==> config.mk <==
export PLATFORM = sky130hd
export DESIGN_NAME = up_counter_ctrl_flat
export DESIGN_NICKNAME = d
export VERILOG_FILES = /design/src/rtl/up_counter_ctrl_pkg.sv /design/src/rtl/up_counter_ctrl_if.sv /design/src/rtl/up_counter_ctrl_ld.sv /design/src/rtl/up_counter_ctrl.sv /design/src/flat_wrapper.sv
export SDC_FILE = /design/constraint.sdc
export NUM_CORES = 1
export LEC_CHECK = 0
export ABC_AREA = 1
export CORE_UTILIZATION = 41
export CTS_CLUSTER_SIZE = 10
export DETAILED_ROUTE_END_ITERATION = 8
export PLACE_DENSITY = 0.73
export SYNTH_ARGS = -nofsm -noshare
export SYNTH_HDL_FRONTEND = slang
export SYNTH_SLANG_ARGS = --single-unit
==> constraint.sdc <==
create_clock -name clk -period 1.1 [get_ports clk]
set_clock_uncertainty 0.05 [all_clocks]
set_input_delay 0.33 -clock clk [delete_from_list [all_inputs] [get_ports clk]]
set_output_delay 0.33 -clock clk [all_outputs]
set_load 0.03 [all_outputs]
==> src/rtl/up_counter_ctrl_pkg.sv <==
// Shared types and constants for the up-counter sequencing controller.
// State encodings are fixed so that they read the same in waveforms and in other blocks.
package up_ctrl_pkg;

   typedef enum logic [1:0] {
      IDLE = 2'b00,
      LOAD = 2'b01,
      RUN  = 2'b10,
      DONE = 2'b11
   } state_e;

   localparam logic MODE_ONESHOT  = 1'b0;
   localparam logic MODE_PERIODIC = 1'b1;

   localparam int PERIOD_CNT_W = 8;

endpackage

==> src/rtl/up_counter_ctrl_if.sv <==
// Command/status bundle of up_counter_ctrl. The master drives commands; the slave is the controller.
// With UPCTRL_PERIOD_CNT_EN defined, the bundle also carries the saturating period_cnt status.
interface up_counter_ctrl_if
   import up_ctrl_pkg::*;
#(
   parameter int WIDTH = 4
);

   logic             start;
   logic             stop;
   logic             mode;
   logic [WIDTH-1:0] start_val;
   logic [WIDTH-1:0] end_val;
   logic             busy;
   logic             done;
   logic [WIDTH-1:0] count;
`ifdef UPCTRL_PERIOD_CNT_EN
   logic [PERIOD_CNT_W-1:0] period_cnt;

   modport master (
      output start, stop, mode, start_val, end_val,
      input  busy, done, count, period_cnt
   );

   modport slave (
      input  start, stop, mode, start_val, end_val,
      output busy, done, count, period_cnt
   );
`else
   modport master (
      output start, stop, mode, start_val, end_val,
      input  busy, done, count
   );

   modport slave (
      input  start, stop, mode, start_val, end_val,
      output busy, done, count
   );
`endif

endinterface

==> src/rtl/up_counter_ctrl_ld.sv <==
// Loadable wrapping up-counter datapath; load has priority over enable.
module up_counter_ld #(
   parameter int WIDTH = 4
) (
   input  logic             clk,
   input  logic             rst,
   input  logic             load,
   input  logic             en,
   input  logic [WIDTH-1:0] d_in,
   output logic [WIDTH-1:0] d_out
);

   logic [WIDTH-1:0] cnt_q;
   logic [WIDTH-1:0] cnt_d;

   // NOTE: every signal assigned in always_comb gets a default first, so no path leaves it unassigned and no latch is inferred.
   always_comb begin
      cnt_d = cnt_q;
      if (load) begin
         cnt_d = d_in;
      end else if (en) begin
         cnt_d = cnt_q + 1'b1;
      end
   end

   // NOTE: state registers use non-blocking assignments so every flop samples the pre-edge values.
   always_ff @(posedge clk or posedge rst) begin
      if (rst) begin
         cnt_q <= '0;
      end else begin
         cnt_q <= cnt_d;
      end
   end

   assign d_out = cnt_q;

endmodule

==> src/rtl/up_counter_ctrl.sv <==
// Sequencing controller for a loadable up-counter: IDLE -> LOAD -> RUN -> DONE, one-shot or periodic.
// Optional UPCTRL_PERIOD_CNT_EN adds a saturating count of completed passes on bus.period_cnt.
module up_counter_ctrl
   import up_ctrl_pkg::*;
#(
   parameter int WIDTH = 4
) (
   input  logic              clk,
   input  logic              rst,
   up_counter_ctrl_if.slave  bus
);

   state_e           state_q, state_d;
   logic [WIDTH-1:0] start_val_q, start_val_d;
   logic [WIDTH-1:0] end_val_q, end_val_d;
   logic             mode_q, mode_d;

   logic             cnt_load;
   logic             cnt_en;
   logic [WIDTH-1:0] count;
   logic             start_ok;
   logic             match;

   assign start_ok = bus.start && !bus.stop;
   assign match    = (count == end_val_q);

   // stop wins over match and reload; gating load/en keeps count at its stop-cycle value
   always_comb begin
      state_d     = state_q;
      start_val_d = start_val_q;
      end_val_d   = end_val_q;
      mode_d      = mode_q;
      cnt_load    = 1'b0;
      cnt_en      = 1'b0;
      case (state_q)
         IDLE: begin
            if (start_ok) begin
               start_val_d = bus.start_val;
               end_val_d   = bus.end_val;
               mode_d      = bus.mode;
               state_d     = LOAD;
            end
         end
         LOAD: begin
            if (bus.stop) begin
               state_d = IDLE;
            end else begin
               cnt_load = 1'b1;
               state_d  = RUN;
            end
         end
         RUN: begin
            if (bus.stop) begin
               state_d = IDLE;
            end else if (match) begin
               state_d = DONE;
            end else begin
               cnt_en = 1'b1;
            end
         end
         DONE: begin
            if (!bus.stop && mode_q == MODE_PERIODIC) begin
               state_d = LOAD;
            end else begin
               state_d = IDLE;
            end
         end
         default: state_d = IDLE;
      endcase
   end

   // NOTE: only control and capture registers are reset here; reset is asynchronous so outputs clear without a clock.
   always_ff @(posedge clk or posedge rst) begin
      if (rst) begin
         state_q     <= IDLE;
         start_val_q <= '0;
         end_val_q   <= '0;
         mode_q      <= MODE_ONESHOT;
      end else begin
         state_q     <= state_d;
         start_val_q <= start_val_d;
         end_val_q   <= end_val_d;
         mode_q      <= mode_d;
      end
   end

   up_counter_ld #(
      .WIDTH (WIDTH)
   ) u_counter (
      .clk   (clk),
      .rst   (rst),
      .load  (cnt_load),
      .en    (cnt_en),
      .d_in  (start_val_q),
      .d_out (count)
   );

   assign bus.busy  = (state_q != IDLE);
   assign bus.done  = (state_q == DONE);
   assign bus.count = count;

`ifdef UPCTRL_PERIOD_CNT_EN
   logic [PERIOD_CNT_W-1:0] period_cnt_q, period_cnt_d;

   always_comb begin
      period_cnt_d = period_cnt_q;
      if (state_q == IDLE && start_ok) begin
         period_cnt_d = '0;
      end else if (state_q == DONE && period_cnt_q != '1) begin
         period_cnt_d = period_cnt_q + 1'b1;
      end
   end

   always_ff @(posedge clk or posedge rst) begin
      if (rst) begin
         period_cnt_q <= '0;
      end else begin
         period_cnt_q <= period_cnt_d;
      end
   end

   assign bus.period_cnt = period_cnt_q;
`endif

endmodule

==> src/flat_wrapper.sv <==
// flat-port wrapper written by rule: the top's interface ports become plain ports
module up_counter_ctrl_flat import up_ctrl_pkg::*;
#(
   parameter int WIDTH = 4
)
  (clk, rst, bus_start, bus_stop, bus_mode, bus_start_val, bus_end_val, bus_busy, bus_done, bus_count);
  up_counter_ctrl_if #(.WIDTH(WIDTH)) bus_i ();
  input  logic clk;
  input  logic rst;
  input wire logic [$bits(bus_i.start)-1:0] bus_start;
  input wire logic [$bits(bus_i.stop)-1:0] bus_stop;
  input wire logic [$bits(bus_i.mode)-1:0] bus_mode;
  input wire logic [$bits(bus_i.start_val)-1:0] bus_start_val;
  input wire logic [$bits(bus_i.end_val)-1:0] bus_end_val;
  output wire logic [$bits(bus_i.busy)-1:0] bus_busy;
  output wire logic [$bits(bus_i.done)-1:0] bus_done;
  output wire logic [$bits(bus_i.count)-1:0] bus_count;
  assign bus_i.start = bus_start;
  assign bus_i.stop = bus_stop;
  assign bus_i.mode = bus_mode;
  assign bus_i.start_val = bus_start_val;
  assign bus_i.end_val = bus_end_val;
  assign bus_busy = bus_i.busy;
  assign bus_done = bus_i.done;
  assign bus_count = bus_i.count;
  up_counter_ctrl #(.WIDTH(WIDTH)) u_core (.clk(clk), .rst(rst), .bus(bus_i));
endmodule
==> summary.md, run 1 <==
| Metric | Value |
|---|---|
| Status | finished with violations |
| Failing checks | negative setup slack |
| Post-Synth Simple-Gate Area | 0.309 |
| Worst Hold Class | input pin to async pin |
| Die H | between 40 and 50 µm |
| Kind of critical path | flop to output pin |
| First-pass GRT wire length | 3800 µm |
| Top cells by count, synth | nand2_1, dfrtp_1, inv_1 |
| ANT cells | 0 |
| CP Data Required Time | 0.72 ns |
| Slew HR | 0.831 |
| First-pass DRT Iterations | 4 |
| Later-pin clock latency in the skew report | 0.29 ns |
| Total routing usage reported by global routing | 0.250 |
| Vias/cell | 5.10 |
| Global placement routability congestion | 0.772 |
| Starting Density | 0.460 |
| Tcrit/Tclk final | 1.32 |
| Clk sinks | 15 |
| Routed length per placed instance | 13.7 µm |
| Syn-to-layout area delta | 76.4% |
| DRC errors left | 0 |
| Largest net degree at the start of global routing | 16 |
| Core Footprint | 1820 µm² |
| TNS Setup | -3.98 ns |
| Static Leak | roughly 0.74 nW |
| Global route overflow | 0 |
| Tmin final | 1.45 ns |
| Routed WL | 2460 µm |
| Setup slack after layout | -0.347 ns |
| Number of synthesized flops with an enable pin | 0 |
| Post-synthesis xor/xnor area fraction | 0.0104 |
| Mapped Cells | 105 |
| Endpoints failing setup | 21 |
| CTS tree | built |
| Dpl hpwl | approximately 1400 µm |
| Clock transition at path regs | 0.09 ns |
| H-Tree Depth | 1 |
| Die Wd | 47.2 µm |
| Syn Nets | 119 |
| Fmax | 691 MHz |
| Netlist cell types | 20 |
| CTS root buffer | clkbuf_4 |
| Via Count | approximately 910 |
| Largest cells by area after synthesis | dfrtp_1, nand2_1, inv_1 |
| RSZ-0062 raised after global routing | yes |
| Core Util, Final | 0.812 |
| Cell Rows | 15 |
| IO Port Bufs | 18 |
| CP max FO | 3 |
| Initial antenna violation count | 0 |
| Post-route ant nets | 0 |
| Share of synthesized registers carrying an async set or reset | 1.00 |
| Hold Fails Final Rpt | 0 |
| Vias in the first global route | 899 |
| Largest area contributor in the synthesized netlist | dfrtp_1 |
| Max Transition Viols Final | 0 |
| Layout cell share with drive strength beyond 1 | 0.552 |
| Slew @ Worst Pin | 0.253 ns |
| CTS Buf Count | 3 |
| Number of synthesized register bits | 15 |
| Yosys warns | 0 |
| Mapped Avg Cell Area | between 7 and 8 µm² |
| CP startpoint kind | flop |
| Largest family of logic cells by synthesized area | simple AND/OR/NAND/NOR gates |
| CP Capture Type | output pin |
| Synth Cell Area | 838 µm² |
| Crit path DAT | 1.07 ns |
| Area share of the largest cell type after synthesis | 0.448 |
| Ys flop type | dfrtp_1 |
| Die area | 2230 µm² |
| Post-synthesis mux area share | 0.0358 |
| Iter 0 DRT Violations | 18 |
| Count leader, synth | nand2_1 |
| Final #Nets | 169 |
| Synth Area in Compound Gates | 0.0791 |
| Max Cap Viol | 0 |
| Top Ports | 19 |
| Clock Path Buffers | 2 |
| Pwr/cell area | 2120 nW/µm² |
| Adder-cell share of the synthesized area | 0.0149 |
| Peak VDD IR | 1.44 mV |
| Sequential-to-total area share from yosys stat | 0.448 |
[area by class of cell]
| cell class | instances | area (µm²) |
|---|---|---|
| clock buffers | 3 | 22.5 |
| clock inverters | 1 | 5.00 |
| fillers | 122 | 342 |
| inverters | 17 | 76.3 |
| multi-input cells | 72 | 508 |
| flip-flops and latches | 15 | 382 |
| well taps | 25 | 31.3 |
| repair buffers | 46 | 454 |
[flip-flops by register name, summed over array words and instances, names as in the netlist]
signal                  flops
u_core.start_val_q          4
u_core.u_counter.d_out      4
u_core.state_q              2
u_core.mode_q               1
u_core.end_val_q            4
[placed cells by master, fill, tap and decap left out, types with 5 or more instances in the layout]
master / instances
nor2_1: 5
clkdlybuf4s50_1: 10
nand2_1: 19
buf_4: 17
nand2_2: 10
inv_1: 10
a21oi_2: 8
dfrtp_2: 5
nand3_1: 7
dfrtp_1: 10
inv_2: 6
buf_6: 15
[logic make-up after synthesis]
logic type                 Yosys count
AOI/OAI and AO/OA                   11
and+or+nand+nor                     56
DFF                                 15
adders and majority gates            1
muxes                                2
xor gates and xnor gates             1
buffers and inverters               19
[power by group]
group	leakage [nW]	internal, W	switching [W]
clock	0.0177	0.000136	0.000185
sequential	0.170	0.000742	0.000160
combinational	0.550	0.000935	0.000976
[worst max-delay path, stage by stage (launching register included)]
cell	delay [ns]
dfrtp_1	0.43
buf_6	0.14
nand2_4	0.04
inv_2	0.04
buf_6	0.13
[worst paths after layout]
kind                                        from                         to  slack [ns]  cells past startpoint
setup reg to reg               u_core.state_q[1]  u_core.u_counter.d_out[1]       -0.25                      7
setup / recovery               u_core.state_q[1]                   bus_done       -0.35                      4
max in group asynchronous                    rst  u_core.u_counter.d_out[1]        0.58                      3
min in group clk           u_core.start_val_q[2]      u_core.start_val_q[2]        0.47                      2
hold reg to reg            u_core.start_val_q[2]      u_core.start_val_q[2]        0.47                      2
hold / removal                               rst              u_core.mode_q        0.28                      3
[metrics by stage]
stage               setup WS, ns  power (W)  area (µm²)  instances  hold slack, ns
finish                    -0.347    0.00313        1480        179           0.283
global route              -0.397    0.00331        1480        179           0.306
CTS                       -0.343    0.00293        1430        180           0.286
detailed placement        -0.539    0.00227        1230        167           0.454
global placement          -0.510    0.00221        1230        167           0.441
floorplan                 -0.112    0.00167         888        105           0.181
[routing by layer]
| metal | GRT usage | vias up | share of wire |
|---|---|---|---|
| met5 | 0 | - | 0 |
| met4 | 0.0743 | 0 | 0.040 |
| met3 | 0.0769 | 16 | 0.065 |
| met2 | 0.444 | 42 | 0.52 |
| met1 | 0.286 | 424 | 0.37 |
| li1 | - | 431 | - |
[what timing repair did]
| item | CTS | global route |
|---|---|---|
| pin swaps | 6 | 9 |
| hold buffers | 0 | 0 |
| gates resized for setup | 33 | 16 |
| endpoints found under the setup margin | 20 | 21 |
| cloned | 1 | 0 |
| buffers inserted | 8 | 0 |
Power figures use the tool's default switching activity.
==> inputs of run 2 (changes only) <==
--- a/config.mk
+++ b/config.mk
@@ -6,10 +6,12 @@
 export NUM_CORES = 1
 export LEC_CHECK = 0
 export ABC_AREA = 1
+export CORE_MARGIN = 1
 export CORE_UTILIZATION = 41
 export CTS_CLUSTER_SIZE = 10
 export DETAILED_ROUTE_END_ITERATION = 8
 export PLACE_DENSITY = 0.73
 export SYNTH_ARGS = -nofsm -noshare
 export SYNTH_HDL_FRONTEND = slang
+export SYNTH_HIERARCHICAL = 1
 export SYNTH_SLANG_ARGS = --single-unit
==> run 2 against run 1 <==
Against the previous run: the flow still finishes with violations (negative setup slack); combinational power hardly changed; flip-flop and latch count stayed put; non-clock buffer count is 9 lower; critical path depth is 1 lower; cell count is 3.9% lower; die area is 0.70% lower; register-to-register slack better by 0.02 ns; wire length is 23% lower; first-iteration DRC count is 67% lower; sequential power is 14% higher; clock power hardly changed; fmax is 2.8% higher.
==> summary.md, run 2 <==
| Metric | Value |
|---|---|
| Clock transition at path regs | 0.09 ns (about the same) |
| Die H | 47.1 µm (-0.35%) |
| Most common cell after layout, fill and taps aside | nand2_1 |
| CP startpoint kind | flop |
| Final #Nets | 162 (-4.1%) |
| Top cells by count, synth | nand2_1, inv_1, dfrtp_1 |
| Die area | 2210 µm² (-0.70%) |
| Core Util, Final | 0.733 (-0.0797) |
| CP Data Required Time | 0.72 ns (about the same) |
| First-pass GRT wire length | 2820 µm (-26%) |
| Post-Synth Simple-Gate Area | 0.272 (-0.0368) |
| DRC errors left | 0 (unchanged) |
| Dpl cell area | 1170 µm² (-4.3%) |
| Crit path max-delay family | flip-flops |
| Kind of critical path | flop to output pin |
| Clock Path Buffers | 2 (unchanged) |
| Global route overflow | 0 (unchanged) |
| Synth Cell Area | 832 µm² (-0.75%) |
| Hold Fails Final Rpt | 0 (unchanged) |
| Placed instance count | 165 (-1.2%) |
| Max Transition Viols Final | 0 (unchanged) |
| Dpl hpwl | 1290 µm (-8.9%) |
| Setup slack after layout | -0.307 ns (+0.0395 ns) |
| Starting Density | 0.457 (-0.00344) |
| Die Wd | 47.1 µm (-0.35%) |
| IO Port Bufs | 18 (unchanged) |
| Peak VDD IR | 1.25 mV (-13%) |
| Most frequent cells in the layout | nand2_1, inv_1, buf_4, clkdlybuf4s50_1, buf_6 |
| First-pass DRT Iterations | 4 (unchanged) |
| Crit path DAT | 1.03 ns (-0.04 ns) |
| Pwr/cell area | 2460 nW/µm² (+16%) |
| Syn Nets | 121 (+1.7%) |
| Failing checks | negative setup slack |
| Top Ports | 19 (unchanged) |
| Count leader, synth | nand2_1 |
| Cell Rows | 15 (unchanged) |
| Routed length per placed instance | 11.0 µm (-20%) |
| Via Count | 781 (-14%) |
| Largest area contributor in the synthesized netlist | dfrtp_1 |
| Share of synthesized registers carrying an async set or reset | 1.00 (unchanged) |
| Endpoints failing setup | 20 (-4.8%) |
| Hold slack | 0.206 ns (-0.0773 ns) |
| Post-synthesis xor/xnor area fraction | 0.0105 (+0.0000786) |
| Iter 0 DRT Violations | 6 (-12) |
| RSZ-0062 raised after global routing | yes |
| Number of buffers and inverters on the critical path | 2 (-1) |
| CP Cell Sequence | nor2_4 > inv_2 > buf_6 |
| Post-synthesis mux area share | 0 (-0.0358) |
| Mapped Avg Cell Area | 7.78 µm² (-2.6%) |
| CTS root buffer | clkbuf_4 |
| Slew HR | 0.870 (+0.0388) |
| CP max stage delay | 0.45 ns (+0.02 ns) |
| CP max FO | 3 (unchanged) |
| Yosys warns | 6 (+6) |
| Flop2flop setup slack | -0.23 ns (+0.02 ns) |
| Max Cap Viol | 0 (unchanged) |
| Vias in the first global route | 702 (-22%) |
| Slew @ Worst Pin | 0.194 ns (-0.0591 ns) |
| Post-route ant nets | 0 (unchanged) |
| Layout cell share with drive strength beyond 1 | 0.483 (-0.0690) |
| Later-pin clock latency in the skew report | 0.28 ns (about the same) |
| CTS tree | built |
| Static Leak | 0.662 nW (-10%) |
| Synth Area in Compound Gates | 0.134 (+0.0547) |
| Tmin final | 1.41 ns (-0.0395 ns) |
| Crit-path slowest cell | dfrtp_2 |
| Sequential-to-total area share from yosys stat | 0.451 (+0.00337) |
| Vias/cell | 4.54 (-11%) |
| Final Non-Filler Cells | 172 (-3.9%) |
| CTS Buf Count | 3 (unchanged) |
| Total routing usage reported by global routing | 0.189 (-0.0608) |
| Mapped Cells | 107 (+1.9%) |
| CP Capture Type | output pin |
| Routed WL | 1900 µm (-23%) |
| ANT cells | 0 (unchanged) |
| Worst Hold Class | input pin to async pin |
| Adder-cell share of the synthesized area | 0.0150 (+0.000112) |
| Largest cells by area after synthesis | dfrtp_1, nand2_1, inv_1 |
| Number of synthesized flops with an enable pin | 0 (unchanged) |
| Number of synthesized register bits | 15 (unchanged) |
| Netlist cell types | 17 (-15%) |
| H-Tree Depth | 1 (unchanged) |
| Area share of the largest cell type after synthesis | 0.451 (+0.00337) |
| Ys flop type | dfrtp_1 |
| Largest family of logic cells by synthesized area | simple AND/OR/NAND/NOR gates |
| Tcrit/Tclk final | 1.28 (-0.0359) |
| Status | finished with violations |
| Core Footprint | 1820 µm² (unchanged) |
| Initial antenna violation count | 0 (unchanged) |
| Tot Pwr | 0.00328 W (+4.7%) |
| Largest net degree at the start of global routing | 12 (-4) |
| Clk sinks | 15 (unchanged) |
| Syn-to-layout area delta | 60.3% |
| Final instance area | 1330 µm² (-9.8%) |
| Global placement routability congestion | 0.742 (-4.0%) |
| Fmax | 711 MHz (+2.8%) |
==> run 2: final cells by class <==
cell class | instances | area (µm²)
Tap cell | 25 | 31.3
Clock buffer | 4 | 26.3
Multi-Input combinational cell | 68 | 438
Fill cell | 135 | 487
Sequential cell | 15 | 383
Timing Repair Buffer | 37 | 369
Inverter | 23 | 86.3
==> run 2: logic make-up (layout without fill, tap and decap cells) <==
kind of cell,Yosys count,count (layout)
fa+ha+maj,1,1
buf+inv,24,64
simple gates,52,52
compound gates,14,14
flops,15,15
xor+xnor,1,1
==> run 2: repair_timing <==
action / 4_1_cts / 5_1_grt
pin swaps: 5 / 6
setup buffers: 4 / 0
resized for setup: 21 / 17
hold buffers: 0 / 0
setup endpoints to repair: 20 / 21
==> run 2: worst register-to-register path: stages, from the launching register on <==
cell	delay [ns]
dfrtp_2	0.45
nor3_2	0.23
nand2_2	0.09
inv_2	0.09
inv_2	0.05
nor2_4	0.14
inv_2	0.05
o21ai_1	0.11
==> run 2: path summary, 6_finish.rpt <==
| path | startpoint | endpoint | cells after the start |
|---|---|---|---|
| max reg2reg | u_core/state_q[0] | u_core/u_counter/d_out[2] | 7 |
| min reg2reg | u_core/start_val_q[0] | u_core/start_val_q[0] | 2 |
| max | u_core/state_q[1] | bus_busy | 3 |
| max in group asynchronous | rst | u_core/state_q[0] | 3 |
| min | rst | u_core/u_counter/d_out[1] | 2 |
| min in group clk | bus_stop | u_core/state_q[1] | 2 |
==> run 2: layer usage <==
layer | track usage | share of wire
met5 | 0 | 0
met4 | 0.0857 | 0.0063
met3 | 0.0346 | 0.029
met2 | 0.350 | 0.54
met1 | 0.207 | 0.43
==> run 2: per-stage QoR <==
| step | TNS [ns] | worst slack [ns] |
|---|---|---|
| after floorplan | -0.784 | -0.200 |
| after global placement | -6.54 | -0.580 |
| after detailed placement | -7.01 | -0.639 |
| after CTS | -3.82 | -0.329 |
| after global routing | -4.54 | -0.337 |
| final | -3.49 | -0.307 |
==> run 2: where the power goes <==
part,switching [W],leakage [nW],internal [W]
logic,0.000966,0.473,0.000963
clock network,0.000177,0.0150,0.000141
registers,0.000209,0.175,0.000823
total,0.00135,0.662,0.00193
